===== src/rtl/bt_blink_ctrl_if.sv =====
// -----------------------------------------------------------------------------
// bt_blink_ctrl_if
//   Signal bundle between the Bluetooth blink controller and its environment.
//   The slave modport is the controller itself; the master modport is the
//   side that owns the UART line and observes the LEDs and status pulses.
//
//   rx         UART receive line, idle high (into the controller)
//   led        LED drive per channel, 1 = on
//   busy       channel is running a blink sequence
//   rx_data    last correctly framed byte
//   rx_valid   one-cycle pulse when rx_data updates
//   frame_err  one-cycle pulse on a bad stop bit
//   cmd_err    one-cycle pulse on an invalid channel byte or a count timeout
// -----------------------------------------------------------------------------
interface bt_blink_ctrl_if #(
  parameter int NUM_CH = 4
);
  logic              rx;
  logic [NUM_CH-1:0] led;
  logic [NUM_CH-1:0] busy;
  logic [7:0]        rx_data;
  logic              rx_valid;
  logic              frame_err;
  logic              cmd_err;

  modport master (
    output rx,
    input  led, busy, rx_data, rx_valid, frame_err, cmd_err
  );

  modport slave (
    input  rx,
    output led, busy, rx_data, rx_valid, frame_err, cmd_err
  );
endinterface


===== src/rtl/bt_blink_ctrl.sv =====
// -----------------------------------------------------------------------------
// bt_blink_ctrl
//   Bluetooth-controlled blink controller: an 8N1 UART receiver, a two-byte
//   command parser (channel byte, then count byte) and NUM_CH blink engines.
//   A count N > 0 (re)starts N on/off cycles on the target channel; N = 0
//   stops it. Channel byte 0xFF addresses every channel at once.
//
//   WF_CLK     system clock, rising edge
//   WF_BUTTON  synchronous active-low reset
//   bus        bt_blink_ctrl_if.slave: rx in; led, busy, rx_data, rx_valid,
//              frame_err, cmd_err out
// -----------------------------------------------------------------------------
module bt_blink_ctrl #(
  parameter int CLK_HZ      = 16000000,
  parameter int BAUD        = 9600,
  parameter int NUM_CH      = 4,
  parameter int HALF_CYC    = 8000000,
  parameter int TIMEOUT_CYC = 16000000
) (
  input  logic            WF_CLK,
  input  logic            WF_BUTTON,
  bt_blink_ctrl_if.slave  bus
);

  localparam int BIT_CYC  = CLK_HZ / BAUD;
  localparam int HALF_BIT = BIT_CYC / 2;
  localparam int CNT_W    = $clog2(BIT_CYC);
  localparam int GAP_W    = $clog2(TIMEOUT_CYC + 1);
  localparam int TMR_W    = $clog2(HALF_CYC + 1);

  typedef enum logic [1:0] {U_IDLE, U_START, U_DATA, U_STOP} uart_state_e;
  typedef enum logic       {P_WAIT_CH, P_WAIT_CNT}            parse_state_e;
  typedef enum logic [1:0] {E_IDLE, E_ON, E_OFF}              eng_state_e;

  // ---------------------------------------------------------------------------
  // UART receiver
  // ---------------------------------------------------------------------------
  logic             r_rx_meta;
  logic             r_rx_sync;
  uart_state_e      r_u_state,   w_u_state_n;
  logic [CNT_W-1:0] r_bit_cnt,   w_bit_cnt_n;
  logic [2:0]       r_bit_idx,   w_bit_idx_n;
  logic [7:0]       r_shift,     w_shift_n;
  logic [7:0]       r_rx_data,   w_rx_data_n;
  logic             r_rx_valid,  w_rx_valid_n;
  logic             r_frame_err, w_frame_err_n;

  // NOTE: sequential state uses non-blocking assignments only, so every
  // register samples the values from before the edge regardless of order.
  always_ff @(posedge WF_CLK) begin
    if (!WF_BUTTON) begin
      r_rx_meta   <= 1'b0;
      r_rx_sync   <= 1'b0;
      r_u_state   <= U_IDLE;
      r_bit_cnt   <= '0;
      r_bit_idx   <= '0;
      r_shift     <= '0;
      r_rx_data   <= '0;
      r_rx_valid  <= 1'b0;
      r_frame_err <= 1'b0;
    end else begin
      // Two flops before any decision: rx is asynchronous to WF_CLK.
      r_rx_meta   <= bus.rx;
      r_rx_sync   <= r_rx_meta;
      r_u_state   <= w_u_state_n;
      r_bit_cnt   <= w_bit_cnt_n;
      r_bit_idx   <= w_bit_idx_n;
      r_shift     <= w_shift_n;
      r_rx_data   <= w_rx_data_n;
      r_rx_valid  <= w_rx_valid_n;
      r_frame_err <= w_frame_err_n;
    end
  end

  // NOTE: every signal written here gets a default first, so no path through
  // the case statement can leave one unassigned and infer a latch.
  always_comb begin
    w_u_state_n   = r_u_state;
    w_bit_cnt_n   = r_bit_cnt + CNT_W'(1);
    w_bit_idx_n   = r_bit_idx;
    w_shift_n     = r_shift;
    w_rx_data_n   = r_rx_data;
    w_rx_valid_n  = 1'b0;
    w_frame_err_n = 1'b0;

    case (r_u_state)
      U_IDLE: begin
        w_bit_cnt_n = '0;
        if (!r_rx_sync) w_u_state_n = U_START;
      end
      U_START: begin
        // Mid-start-bit check rejects glitches shorter than half a bit.
        if (r_bit_cnt == CNT_W'(HALF_BIT - 1)) begin
          w_bit_cnt_n = '0;
          w_bit_idx_n = '0;
          w_u_state_n = r_rx_sync ? U_IDLE : U_DATA;
        end
      end
      U_DATA: begin
        if (r_bit_cnt == CNT_W'(BIT_CYC - 1)) begin
          w_bit_cnt_n = '0;
          w_shift_n   = {r_rx_sync, r_shift[7:1]};  // LSB arrives first
          w_bit_idx_n = r_bit_idx + 3'd1;
          if (r_bit_idx == 3'd7) w_u_state_n = U_STOP;
        end
      end
      U_STOP: begin
        if (r_bit_cnt == CNT_W'(BIT_CYC - 1)) begin
          w_bit_cnt_n = '0;
          w_u_state_n = U_IDLE;
          if (r_rx_sync) begin
            w_rx_data_n  = r_shift;
            w_rx_valid_n = 1'b1;
          end else begin
            w_frame_err_n = 1'b1;
          end
        end
      end
      default: w_u_state_n = U_IDLE;
    endcase
  end

  // ---------------------------------------------------------------------------
  // Command parser
  // ---------------------------------------------------------------------------
  parse_state_e     r_p_state, w_p_state_n;
  logic [7:0]       r_target,  w_target_n;
  logic [GAP_W-1:0] r_gap,     w_gap_n;
  logic             r_cmd_err, w_cmd_err_n;
  logic             w_ch_ok;
  logic             w_cmd_fire;

  assign w_ch_ok    = (r_rx_data < 8'(NUM_CH)) || (r_rx_data == 8'hFF);
  // The count byte is consumed in the cycle its rx_valid is high, so the
  // engines load at the following edge.
  assign w_cmd_fire = (r_p_state == P_WAIT_CNT) && r_rx_valid;

  always_ff @(posedge WF_CLK) begin
    if (!WF_BUTTON) begin
      r_p_state <= P_WAIT_CH;
      r_target  <= '0;
      r_gap     <= '0;
      r_cmd_err <= 1'b0;
    end else begin
      r_p_state <= w_p_state_n;
      r_target  <= w_target_n;
      r_gap     <= w_gap_n;
      r_cmd_err <= w_cmd_err_n;
    end
  end

  always_comb begin
    w_p_state_n = r_p_state;
    w_target_n  = r_target;
    w_gap_n     = '0;
    w_cmd_err_n = 1'b0;

    case (r_p_state)
      P_WAIT_CH: begin
        if (r_rx_valid) begin
          if (w_ch_ok) begin
            w_target_n  = r_rx_data;
            w_p_state_n = P_WAIT_CNT;
          end else begin
            w_cmd_err_n = 1'b1;
          end
        end
      end
      P_WAIT_CNT: begin
        w_gap_n = r_gap + GAP_W'(1);
        // A byte arriving in the timeout cycle takes priority.
        if (r_rx_valid) begin
          w_p_state_n = P_WAIT_CH;
        end else if (r_gap == GAP_W'(TIMEOUT_CYC - 1)) begin
          w_cmd_err_n = 1'b1;
          w_p_state_n = P_WAIT_CH;
        end
      end
      default: w_p_state_n = P_WAIT_CH;
    endcase
  end

  // ---------------------------------------------------------------------------
  // Blink engines
  // ---------------------------------------------------------------------------
  eng_state_e       r_e_state [NUM_CH];
  eng_state_e       w_e_state_n [NUM_CH];
  logic [7:0]       r_rem [NUM_CH];
  logic [7:0]       w_rem_n [NUM_CH];
  logic [TMR_W-1:0] r_tmr [NUM_CH];
  logic [TMR_W-1:0] w_tmr_n [NUM_CH];
  logic [NUM_CH-1:0] w_hit;
  logic [NUM_CH-1:0] w_led;
  logic [NUM_CH-1:0] w_busy;

  always_comb begin
    for (int i = 0; i < NUM_CH; i++) begin
      w_hit[i] = w_cmd_fire && ((r_target == 8'hFF) || (r_target == 8'(i)));
    end
  end

  // NOTE: the per-channel arrays are ordinary registers (one set per engine,
  // not a RAM), so they take part in the reset like any other state.
  always_ff @(posedge WF_CLK) begin
    if (!WF_BUTTON) begin
      for (int i = 0; i < NUM_CH; i++) begin
        r_e_state[i] <= E_IDLE;
        r_rem[i]     <= '0;
        r_tmr[i]     <= '0;
      end
    end else begin
      for (int i = 0; i < NUM_CH; i++) begin
        r_e_state[i] <= w_e_state_n[i];
        r_rem[i]     <= w_rem_n[i];
        r_tmr[i]     <= w_tmr_n[i];
      end
    end
  end

  always_comb begin
    for (int i = 0; i < NUM_CH; i++) begin
      w_e_state_n[i] = r_e_state[i];
      w_rem_n[i]     = r_rem[i];
      w_tmr_n[i]     = '0;

      case (r_e_state[i])
        E_IDLE: ;
        E_ON: begin
          if (r_tmr[i] == TMR_W'(HALF_CYC - 1)) w_e_state_n[i] = E_OFF;
          else                                  w_tmr_n[i]     = r_tmr[i] + TMR_W'(1);
        end
        E_OFF: begin
          if (r_tmr[i] == TMR_W'(HALF_CYC - 1)) begin
            // One full on/off cycle completed.
            w_rem_n[i]     = r_rem[i] - 8'd1;
            w_e_state_n[i] = (r_rem[i] == 8'd1) ? E_IDLE : E_ON;
          end else begin
            w_tmr_n[i] = r_tmr[i] + TMR_W'(1);
          end
        end
        default: w_e_state_n[i] = E_IDLE;
      endcase

      // A new command overrides whatever the engine was doing (restart/stop).
      if (w_hit[i]) begin
        w_tmr_n[i] = '0;
        if (r_rx_data != 8'd0) begin
          w_e_state_n[i] = E_ON;
          w_rem_n[i]     = r_rx_data;
        end else begin
          w_e_state_n[i] = E_IDLE;
          w_rem_n[i]     = '0;
        end
      end
    end
  end

  always_comb begin
    for (int i = 0; i < NUM_CH; i++) begin
      w_led[i]  = (r_e_state[i] == E_ON);
      w_busy[i] = (r_e_state[i] != E_IDLE);
    end
  end

  // ---------------------------------------------------------------------------
  // Outputs
  // ---------------------------------------------------------------------------
  assign bus.led       = w_led;
  assign bus.busy      = w_busy;
  assign bus.rx_data   = r_rx_data;
  assign bus.rx_valid  = r_rx_valid;
  assign bus.frame_err = r_frame_err;
  assign bus.cmd_err   = r_cmd_err;

endmodule


===== src/flat_wrapper.sv =====
// flat-port wrapper written by rule: the top's interface ports become plain ports
module bt_blink_ctrl_flat 
#(
  parameter int CLK_HZ      = 16000000,
  parameter int BAUD        = 9600,
  parameter int NUM_CH      = 4,
  parameter int HALF_CYC    = 8000000,
  parameter int TIMEOUT_CYC = 16000000
)
  (WF_CLK, WF_BUTTON, bus_rx, bus_led, bus_busy, bus_rx_data, bus_rx_valid, bus_frame_err, bus_cmd_err);
  bt_blink_ctrl_if #(.NUM_CH(NUM_CH)) bus_i ();
  input  logic WF_CLK;
  input  logic WF_BUTTON;
  input wire logic [$bits(bus_i.rx)-1:0] bus_rx;
  output wire logic [$bits(bus_i.led)-1:0] bus_led;
  output wire logic [$bits(bus_i.busy)-1:0] bus_busy;
  output wire logic [$bits(bus_i.rx_data)-1:0] bus_rx_data;
  output wire logic [$bits(bus_i.rx_valid)-1:0] bus_rx_valid;
  output wire logic [$bits(bus_i.frame_err)-1:0] bus_frame_err;
  output wire logic [$bits(bus_i.cmd_err)-1:0] bus_cmd_err;
  assign bus_i.rx = bus_rx;
  assign bus_led = bus_i.led;
  assign bus_busy = bus_i.busy;
  assign bus_rx_data = bus_i.rx_data;
  assign bus_rx_valid = bus_i.rx_valid;
  assign bus_frame_err = bus_i.frame_err;
  assign bus_cmd_err = bus_i.cmd_err;
  bt_blink_ctrl #(.CLK_HZ(CLK_HZ), .BAUD(BAUD), .NUM_CH(NUM_CH), .HALF_CYC(HALF_CYC), .TIMEOUT_CYC(TIMEOUT_CYC)) u_core (.WF_CLK(WF_CLK), .WF_BUTTON(WF_BUTTON), .bus(bus_i));
endmodule

===== config.mk =====
export PLATFORM = sky130hd
export DESIGN_NAME = bt_blink_ctrl_flat
export DESIGN_NICKNAME = d
export VERILOG_FILES = /design/src/rtl/bt_blink_ctrl_if.sv /design/src/rtl/bt_blink_ctrl.sv /design/src/flat_wrapper.sv
export SDC_FILE = /design/constraint.sdc
export NUM_CORES = 1
export LEC_CHECK = 0
export BUFFER_PORTS_ARGS = -buffer_cell sky130_fd_sc_hd__buf_2
export CORE_AREA = 2 2 135 137
export DETAILED_ROUTE_END_ITERATION = 8
export DIE_AREA = 0 0 137 139
export PLACE_DENSITY = 0.78
export SLEW_MARGIN = 20
export SYNTH_ARGS = -nofsm -noshare
export SYNTH_HDL_FRONTEND = slang
export SYNTH_SLANG_ARGS = --single-unit

===== constraint.sdc =====
create_clock -name WF_CLK -period 2.2 [get_ports WF_CLK]
set_input_delay 0.11 -clock WF_CLK [delete_from_list [all_inputs] [get_ports WF_CLK]]
set_output_delay 0.11 -clock WF_CLK [all_outputs]
set_load 0.01 [all_outputs]

# Word level (Yosys, flattened, before mapping)
# Memory sizes are Yosys's and may differ from the RTL's.
# Cells that the tools add are included.
# word_totals
regBits	70
mem_bits_rw	132
inputBits	3
out_inout_bits	19
word_cells	193
memories	3
# memory_table
name	depth	width	read_ports	rd_ports_with_merged_regs	wr	line_no	text
u_core.r_tmr	4	23	4	0	4	bt_blink_ctrl.sv:190	logic [TMR_W-1:0] r_tmr [NUM_CH];
u_core.r_rem	4	8	4	0	4	bt_blink_ctrl.sv:188	logic [7:0] r_rem [NUM_CH];
u_core.r_e_state	4	2	4	0	4	bt_blink_ctrl.sv:186	eng_state_e r_e_state [NUM_CH];
# op_classes
addsub	11
n_lt_le_gt_ge	1
n_eq_ne	33
mux	85
n_bitwise	13
reduce_logical	34
# op_table
op	count
23-bit 2-to-1 mux	16
8-bit 2-to-1 mux	17
23-bit by 1-bit adder with 23-bit output (second input constant)	4
23-bit == test (second input constant)	4
2-bit 2-to-1 mux	22
8-bit by 1-bit == test with 1-bit output (second input constant)	5
11-bit one-hot mux with 3 select lines	1
8-bit by 1-bit subtractor with 8-bit output (second input constant)	4
24-bit by 1-bit adder with 24-bit output (second input constant)	1
24-bit == test (second input constant)	1
2-bit one-hot mux with 3 select lines	4
11-bit 2-to-1 mux	2
1-bit 2-to-1 mux	17
8-bit by 2-bit == test with 1-bit output (second input constant)	2
8-bit == test (second input constant)	2
2-bit == test (second input constant)	6
1-bit bitwise OR	12
3-bit AND reduction	4
11-bit by 1-bit adder with 11-bit output (second input constant)	1
11-bit by 10-bit == test with 1-bit output (second input constant)	1
11-bit == test (second input constant)	1
2-bit by 1-bit == test with 1-bit output (second input constant)	5
2-bit logical NOT	5
2-bit nonzero test	5
17 further kinds	35

# Logic depth before layout (Yosys ltp)
# Gate-level depths: netlist of run 1.
# An unclocked memory read counts as a cell.
# logic_depth
word_depth	7
mapped_depth	9
ltp_nobuf	7

# Worst setup path after synthesis of run 1
# Ideal clock, no wire load.
# synth_path
path_kind	reg-to-reg
startpoint	mem u_core.r_tmr[3][0] (netlist bit)
endpoint	mem u_core.r_e_state[3][0] (netlist bit)
setup_ns	0.078
arrival_ns	1.820
t_required_ns	2.122
path_slack_ns	0.302
path_stages_with_launch	7
path_buffers	0
period_less_slack_ns	1.898
path_cell_list	dfxtp_1 ha_1 and4_2 nand4_4 or3_1 or3_1 a32oi_1
# synth_rtl
item	line_no
start, declared	bt_blink_ctrl.sv:190
end, declared	bt_blink_ctrl.sv:186

==> metrics.csv, run 1 <==
metric;value;unit
Clock power frac;50.2;%
hold slack;0.335;ns
crit path buf inv count;0;
met2 Usage GRT;35.2;%
Peak supply drop;621;uV
first-pass GRT wire length;34100;um
Comb pwr share;0.9;%
TritonRoute pass-1 iters;5;
global route overflow;0;
Final #Nets;1177;
Longest Clk Path Bufs;3;
Rows;49;
clk slew on worst S/H paths;0.06;ns
WL/cell;14.1;um
Chip Height;139;um
worst slew pin tran;0.714;ns
Power Dens Cells;691;nW/um2
Clock Sinks;202;
Syn Area/Cell;8.68;um2
Crit path largest cell delay;0.42;ns
most used routing layer;met2;
met3 Usage GRT;3.44;%
Critical Path End Type;register;
hold_sp;bus_rx;
vias in the first global route;7606;
Slew headroom;52.1;%
run status;finished clean;
syn_nets;1137;
root buffer cell;clkbuf_16;
Cell variety after synth;68;
FF+latch count, synth;202;
DP HPWL;13000;um
Synthesis Warnings;0;
remaining antenna violation count after routing;0;
worst r2r src;u_core.r_tmr[3][0]$_SDFF_PP0_;
Core ar.;17700;um2
port bufs;21;
min Tclk post-route;2.05;ns
fin crit share;93.1;%
Gate Count Post-Synth;1104;
Psw;0.00153;W
Mapped Area;9580;um2
RSZ-0062 raised after global routing;no;
Num CTS Buffers;23;
Setup CP Type;reg2reg;
via count;7867;
largest net degree at the start of global routing;29;
worst min path class;in2reg;
Routed WL;19600;um
crit-path cells;ha_1 -> and4_2 -> nand4_4 -> or3_4 -> or3_1 -> a32oi_1;
DR vias/cell;5.66;
gp weighted congestion;0.831;
startpoint types;register;
Area growth, synth to finish;13.2;%
die area;19000;um2
share of cells above drive strength 1;10.2;%
Fin. Hold Viols;0;
Skew-Pair Late Insertion Delay;0.51;ns
Int Pwr;0.00597;W
post-CTS setup buffer count;0;
Max FO, Critical Path;9;
initial core utilization;54.3;%
fmax;0.488;GHz
Crit path max-delay family;simple AND/OR/NAND/NOR gates;
Worst Skew;0.00878;ns
Leakage Power;3.76;nW
CP Launch Point;u_core.r_tmr[3][0]$_SDFF_PP0_;
setup_tns;0;ns
M1 GR Usage;27.0;%
Final Slew Violations;0;
Post-synth EDFFs;0;
residual DRC count;0;
diode count;0;
H-tree lvl count;1;
max-cap viol count;0;
Main synth FF type;dfxtp_1;
Post-synth ARST share;0;%
Crit-path slowest cell;or3_4;
final setup vio count;0;
CTS tree;done;
number of top-level pins;22;
1st-iter DRT viols;341;
fill cell count;1521;
part of the power in registers;48.9;%
Seq/Total Area, Yosys;42.2;%
die width;137;um
Total GRT Usage;20.9;%
initial antenna violation count;0;
CP required;2.63;ns
WP data arrival;2.48;ns
Net Sw Frac;20.4;%
-- registers in the layout, indices dropped and copies added (netlist names), named ones only --
| register | count |
|---|---|
| u_core.r_rx_meta | 1 |
| u_core.r_shift | 8 |
| u_core.r_gap | 24 |
| u_core.r_e_state | 8 |
| u_core.r_rx_sync | 1 |
| u_core.r_u_state | 1 |
| u_core.r_tmr | 92 |
| u_core.r_p_state | 1 |
| u_core.bus.frame_err | 1 |
| u_core.r_rem | 32 |
| u_core.bus.cmd_err | 1 |
| u_core.bus.rx_valid | 1 |
| u_core.bus.rx_data | 8 |
| u_core.r_bit_idx | 3 |
| u_core.r_target | 8 |
| u_core.r_bit_cnt | 11 |
-- power by group through the flow --
stage	clock network [W]	logic (W)	registers, W
detailed placement	0	0.0000611	0.00375
global placement	0	0.0000602	0.00375
global route	0.00399	0.0000715	0.00367
finish	0.00376	0.0000650	0.00367
floorplan	0	0.0000438	0.00375
CTS	0.00385	0.0000647	0.00367
-- worst reg2reg max path, cell delays in order (launching register included) --
cell,delay (ns)
dfxtp_1,0.35
ha_1,0.21
and4_2,0.29
nand4_4,0.16
or3_4,0.42
or3_1,0.35
a32oi_1,0.19
-- layout make-up --
| type | instances | area (um2) | area share (%) |
|---|---|---|---|
| clock buffers | 36 | 694 | 6.40 |
| clock inverters | 6 | 61.3 | 0.565 |
| inverters | 42 | 158 | 1.45 |
| multi-input cells | 816 | 5180 | 47.8 |
| flip-flops and latches | 202 | 4040 | 37.3 |
| well taps | 229 | 287 | 2.64 |
| repair buffers | 59 | 420 | 3.88 |
-- path summary, 6_finish.rpt --
path                                               to  slack [ns]  depth (start not counted)
setup reg to reg  u_core.r_e_state[3][0]$_SDFFE_PN0P_        0.15                          6
hold / removal            u_core.r_rx_meta$_SDFF_PN0_        0.34                          3
setup / recovery  u_core.r_e_state[3][0]$_SDFFE_PN0P_        0.15                          6
hold reg to reg           u_core.r_rx_sync$_SDFF_PN0_        0.44                          1
-- cells by family after synthesis --
family                     share of synthesized area [%]
and+or+nand+nor                                     28.8
xor gates and xnor gates                            11.4
buffers and inverters                               3.80
AOI/OAI and AO/OA                                   8.33
adders and majority gates                           3.92
DFF                                                 42.2
muxes                                               1.50
-- placed cells by master (no fill, tap or decap), drive strengths merged, types with 5 or more instances in the layout --
| cell | count |
|---|---|
| a211oi | 5 |
| a21oi | 38 |
| a31oi | 10 |
| and2 | 11 |
| and3 | 24 |
| and4 | 19 |
| and4b | 5 |
| buf | 57 |
| clkbuf | 36 |
| dfxtp | 202 |
| ha | 30 |
| inv | 43 |
| mux2i | 11 |
| nand2 | 68 |
| nand3 | 60 |
| nand4 | 59 |
| nand4b | 5 |
| nor2 | 165 |
| nor3 | 30 |
| nor4 | 16 |
| nor4b | 8 |
| o21ai | 53 |
| o31ai | 5 |
| or2 | 8 |
| or3 | 11 |
| or4 | 7 |
| xnor2 | 51 |
| xor2 | 74 |
-- metal layers --
layer,up-vias,wire (um)
li1,3979,-
met1,3741,9130
met2,109,9320
met3,38,730
met4,0,429
met5,-,0
-- synth_stat cells, drive strengths merged, types with 3 or more instances --
cell    instances  share of area (%)
a32oi           4               0.37
nor4b           8               0.95
a211oi          5               0.39
and3           24                1.6
or2             8               0.52
nor4           16                1.3
o21ai          53                2.8
xnor2          51                4.7
a21oi          38                2.0
nor3           30                1.8
nor2          165                6.5
or4             7               0.59
nand2          68                2.7
o211ai          3               0.24
nand4          59                4.0
or3            11               0.72
nor4bb          4               0.42
mux2i          11                1.1
clkbuf         25               0.99
nor3b           4               0.31
nand3          60                3.1
ha             30                3.9
and2           11               0.72
o31ai           5               0.39
and4b           5               0.52
nand4b          5               0.46
inv            42                1.6
xor2           74                6.8
and4           19                1.7
buf            19                1.2
a31oi          10               0.65
dfxtp         202                 42
-- per-stage QoR --
step / std cells / worst slack (ns) / total power, W / util, % / cell area, um2
after CTS: 1390 / 0.134 / 0.00758 / 61.4 / 10800
final: 1390 / 0.151 / 0.00750 / 61.4 / 10800
after global placement: 1346 / 0.207 / 0.00381 / 57.0 / 10100
after detailed placement: 1346 / 0.158 / 0.00381 / 57.0 / 10100
after global routing: 1390 / 0.00181 / 0.00773 / 61.4 / 10800
after floorplan: 1104 / 0.302 / 0.00379 / - / 9580
-- what timing repair did --
action,CTS,global route
hold buffers,2,0
setup endpoints to repair,0,1
gates resized for setup,0,1
endpoints found under the hold margin,13,0
No activity file was read; power rests on OpenSTA's default activity.
==> inputs of run 2 (changes only) <==
- PLACE_DENSITY: 0.78 -> 0.71
==> metrics.csv, run 2 (same netlist as run 1, synthesis figures left out) <==
metric;value;unit
Critical Path End Type;register;
worst slew pin tran;0.682;ns
Final Slew Violations;0;
Max FO, Critical Path;9;
post-CTS setup buffer count;0;
TritonRoute pass-1 iters;4;
die area;19000;um2
Power Dens Cells;673;nW/um2
post_cts resized;0;
final setup vio count;0;
WL/cell;13.6;um
min Tclk post-route;2.03;ns
Chip Height;139;um
setup_tns;0;ns
largest net degree at the start of global routing;52;
worst r2r src;u_core.r_tmr[3][0]$_SDFF_PP0_;
share of cells above drive strength 1;10.2;%
port bufs;21;
DP HPWL;13000;um
Clock Sinks;202;
final setup margin;0.170;ns
Area growth, synth to finish;12.8;%
fin area;10800;um2
most frequent cells in the layout;202 x dfxtp_1, 165 x nor2_1, 74 x xor2_1;
root buffer cell;clkbuf_16;
Slew headroom;54.3;%
fmax;0.493;GHz
1st-iter DRT viols;313;
number of top-level pins;22;
die width;137;um
CP required;2.63;ns
Reg with most FFs;u_core.r_tmr;
vias in the first global route;7342;
Setup CP Type;reg2reg;
run status;finished clean;
clk slew on worst S/H paths;0.06;ns
gp weighted congestion;0.830;
global route overflow;0;
Core ar.;17700;um2
RSZ-0062 raised after global routing;no;
max FFs per register;92;
Num CTS Buffers;23;
remaining antenna violation count after routing;0;
diode count;0;
pre-CTS WS;0.171;ns
Routed WL;19000;um
Longest Clk Path Bufs;3;
residual DRC count;0;
DR vias/cell;5.56;
via count;7718;
CTS tree;done;
commonest non-fill, non-tap cell in the layout;dfxtp_1;
CP Launch Point;u_core.r_tmr[3][0]$_SDFF_PP0_;
WP data arrival;2.46;ns
H-tree lvl count;1;
worst min path class;in2reg;
Fin. Hold Viols;0;
startpoint types;register;
initial antenna violation count;0;
first-pass GRT wire length;32600;um
Post-DP Area;10100;um2
initial core utilization;54.3;%
Largest regs;u_core.r_tmr: 92 flops, u_core.r_rem: 32 flops, u_core.r_gap: 24 flops;
fin crit share;92.3;%
Final #Nets;1179;
Skew-Pair Late Insertion Delay;0.50;ns
Worst Skew;0.00905;ns
max-cap viol count;0;
Leakage Power;3.75;nW
Total GRT Usage;20.1;%
hold_sp;WF_BUTTON;
Peak supply drop;569;uV
Rows;49;
## run 2: cell types whose count changed in the layout (fill, tap and decap cells not counted)
cell           previous run  this run
bufinv_16                 1         0
buf_12                    2         3
clkinvlp_4                1         0
clkbuf_8                  7         6
dlygate4sd3_1             2         1
buf_4                    34        36
or3_1                    10        11
clkinv_2                  3         4
or3_4                     1         0
clkbuf_1                  6         5
## run 2: critical path, stage by stage, from the launching register on
cell and delay [ns]:
dfxtp_1 0.34, ha_1 0.20, and4_2 0.28, nand4_4 0.16
or3_1 0.42, or3_1 0.37, a32oi_1 0.19
## run 2: routing by layer
metal / wire length, um / track usage, % / vias up
met5: 0 / 0 / -
met1: 9220 / 26.4 / 3624
met3: 567 / 3.25 / 31
met2: 8770 / 33.9 / 80
met4: 399 / 6.19 / 0
li1: - / - / 3983
## run 2: layout make-up
class                      instances  area (um2)
fill                            1602        6840
multi-input combinational        816        5170
sequential                       202        4040
clock buffer                      34         677
timing repair buffer              61         445
tap                              229         287
inverter                          42         158
clock inverter                     5        28.8
## run 2: where the power goes
part / switching (W) / total (W) / internal, W
combinational: 0.0000413 / 0.0000609 / 0.0000196
clock: 0.00144 / 0.00355 / 0.00211
sequential: 0.00000657 / 0.00367 / 0.00366
## run 2: through the flow
stage / cells / total power (W) / hold WS [ns] / util (%)
2_1_floorplan: 1104 / 0.00379 / 0.237 / -
3_3_place_gp: 1349 / 0.00381 / 0.319 / 57.2
3_5_place_dp: 1349 / 0.00381 / 0.322 / 57.2
4_1_cts: 1389 / 0.00738 / 0.0322 / 61.2
5_1_grt: 1389 / 0.00755 / 0.0470 / 61.2
6_report: 1389 / 0.00728 / 0.0473 / 61.2
## run 2: path summary, 6_finish.rpt
kind | cells past startpoint | to | slack [ns]
hold / removal | 4 | u_core.r_rem[3][7]$_SDFFE_PN0P_ | 0.05
setup / recovery | 6 | u_core.r_e_state[3][0]$_SDFFE_PN0P_ | 0.17
setup reg to reg | 6 | u_core.r_e_state[3][0]$_SDFFE_PN0P_ | 0.17
hold reg to reg | 1 | u_core.r_rx_sync$_SDFF_PN0_ | 0.43
## run 2: repair_timing
action	4_1_cts	5_1_grt
setup endpoints to repair	0	1
hold buffers	1	0
endpoints found under the hold margin	1	0
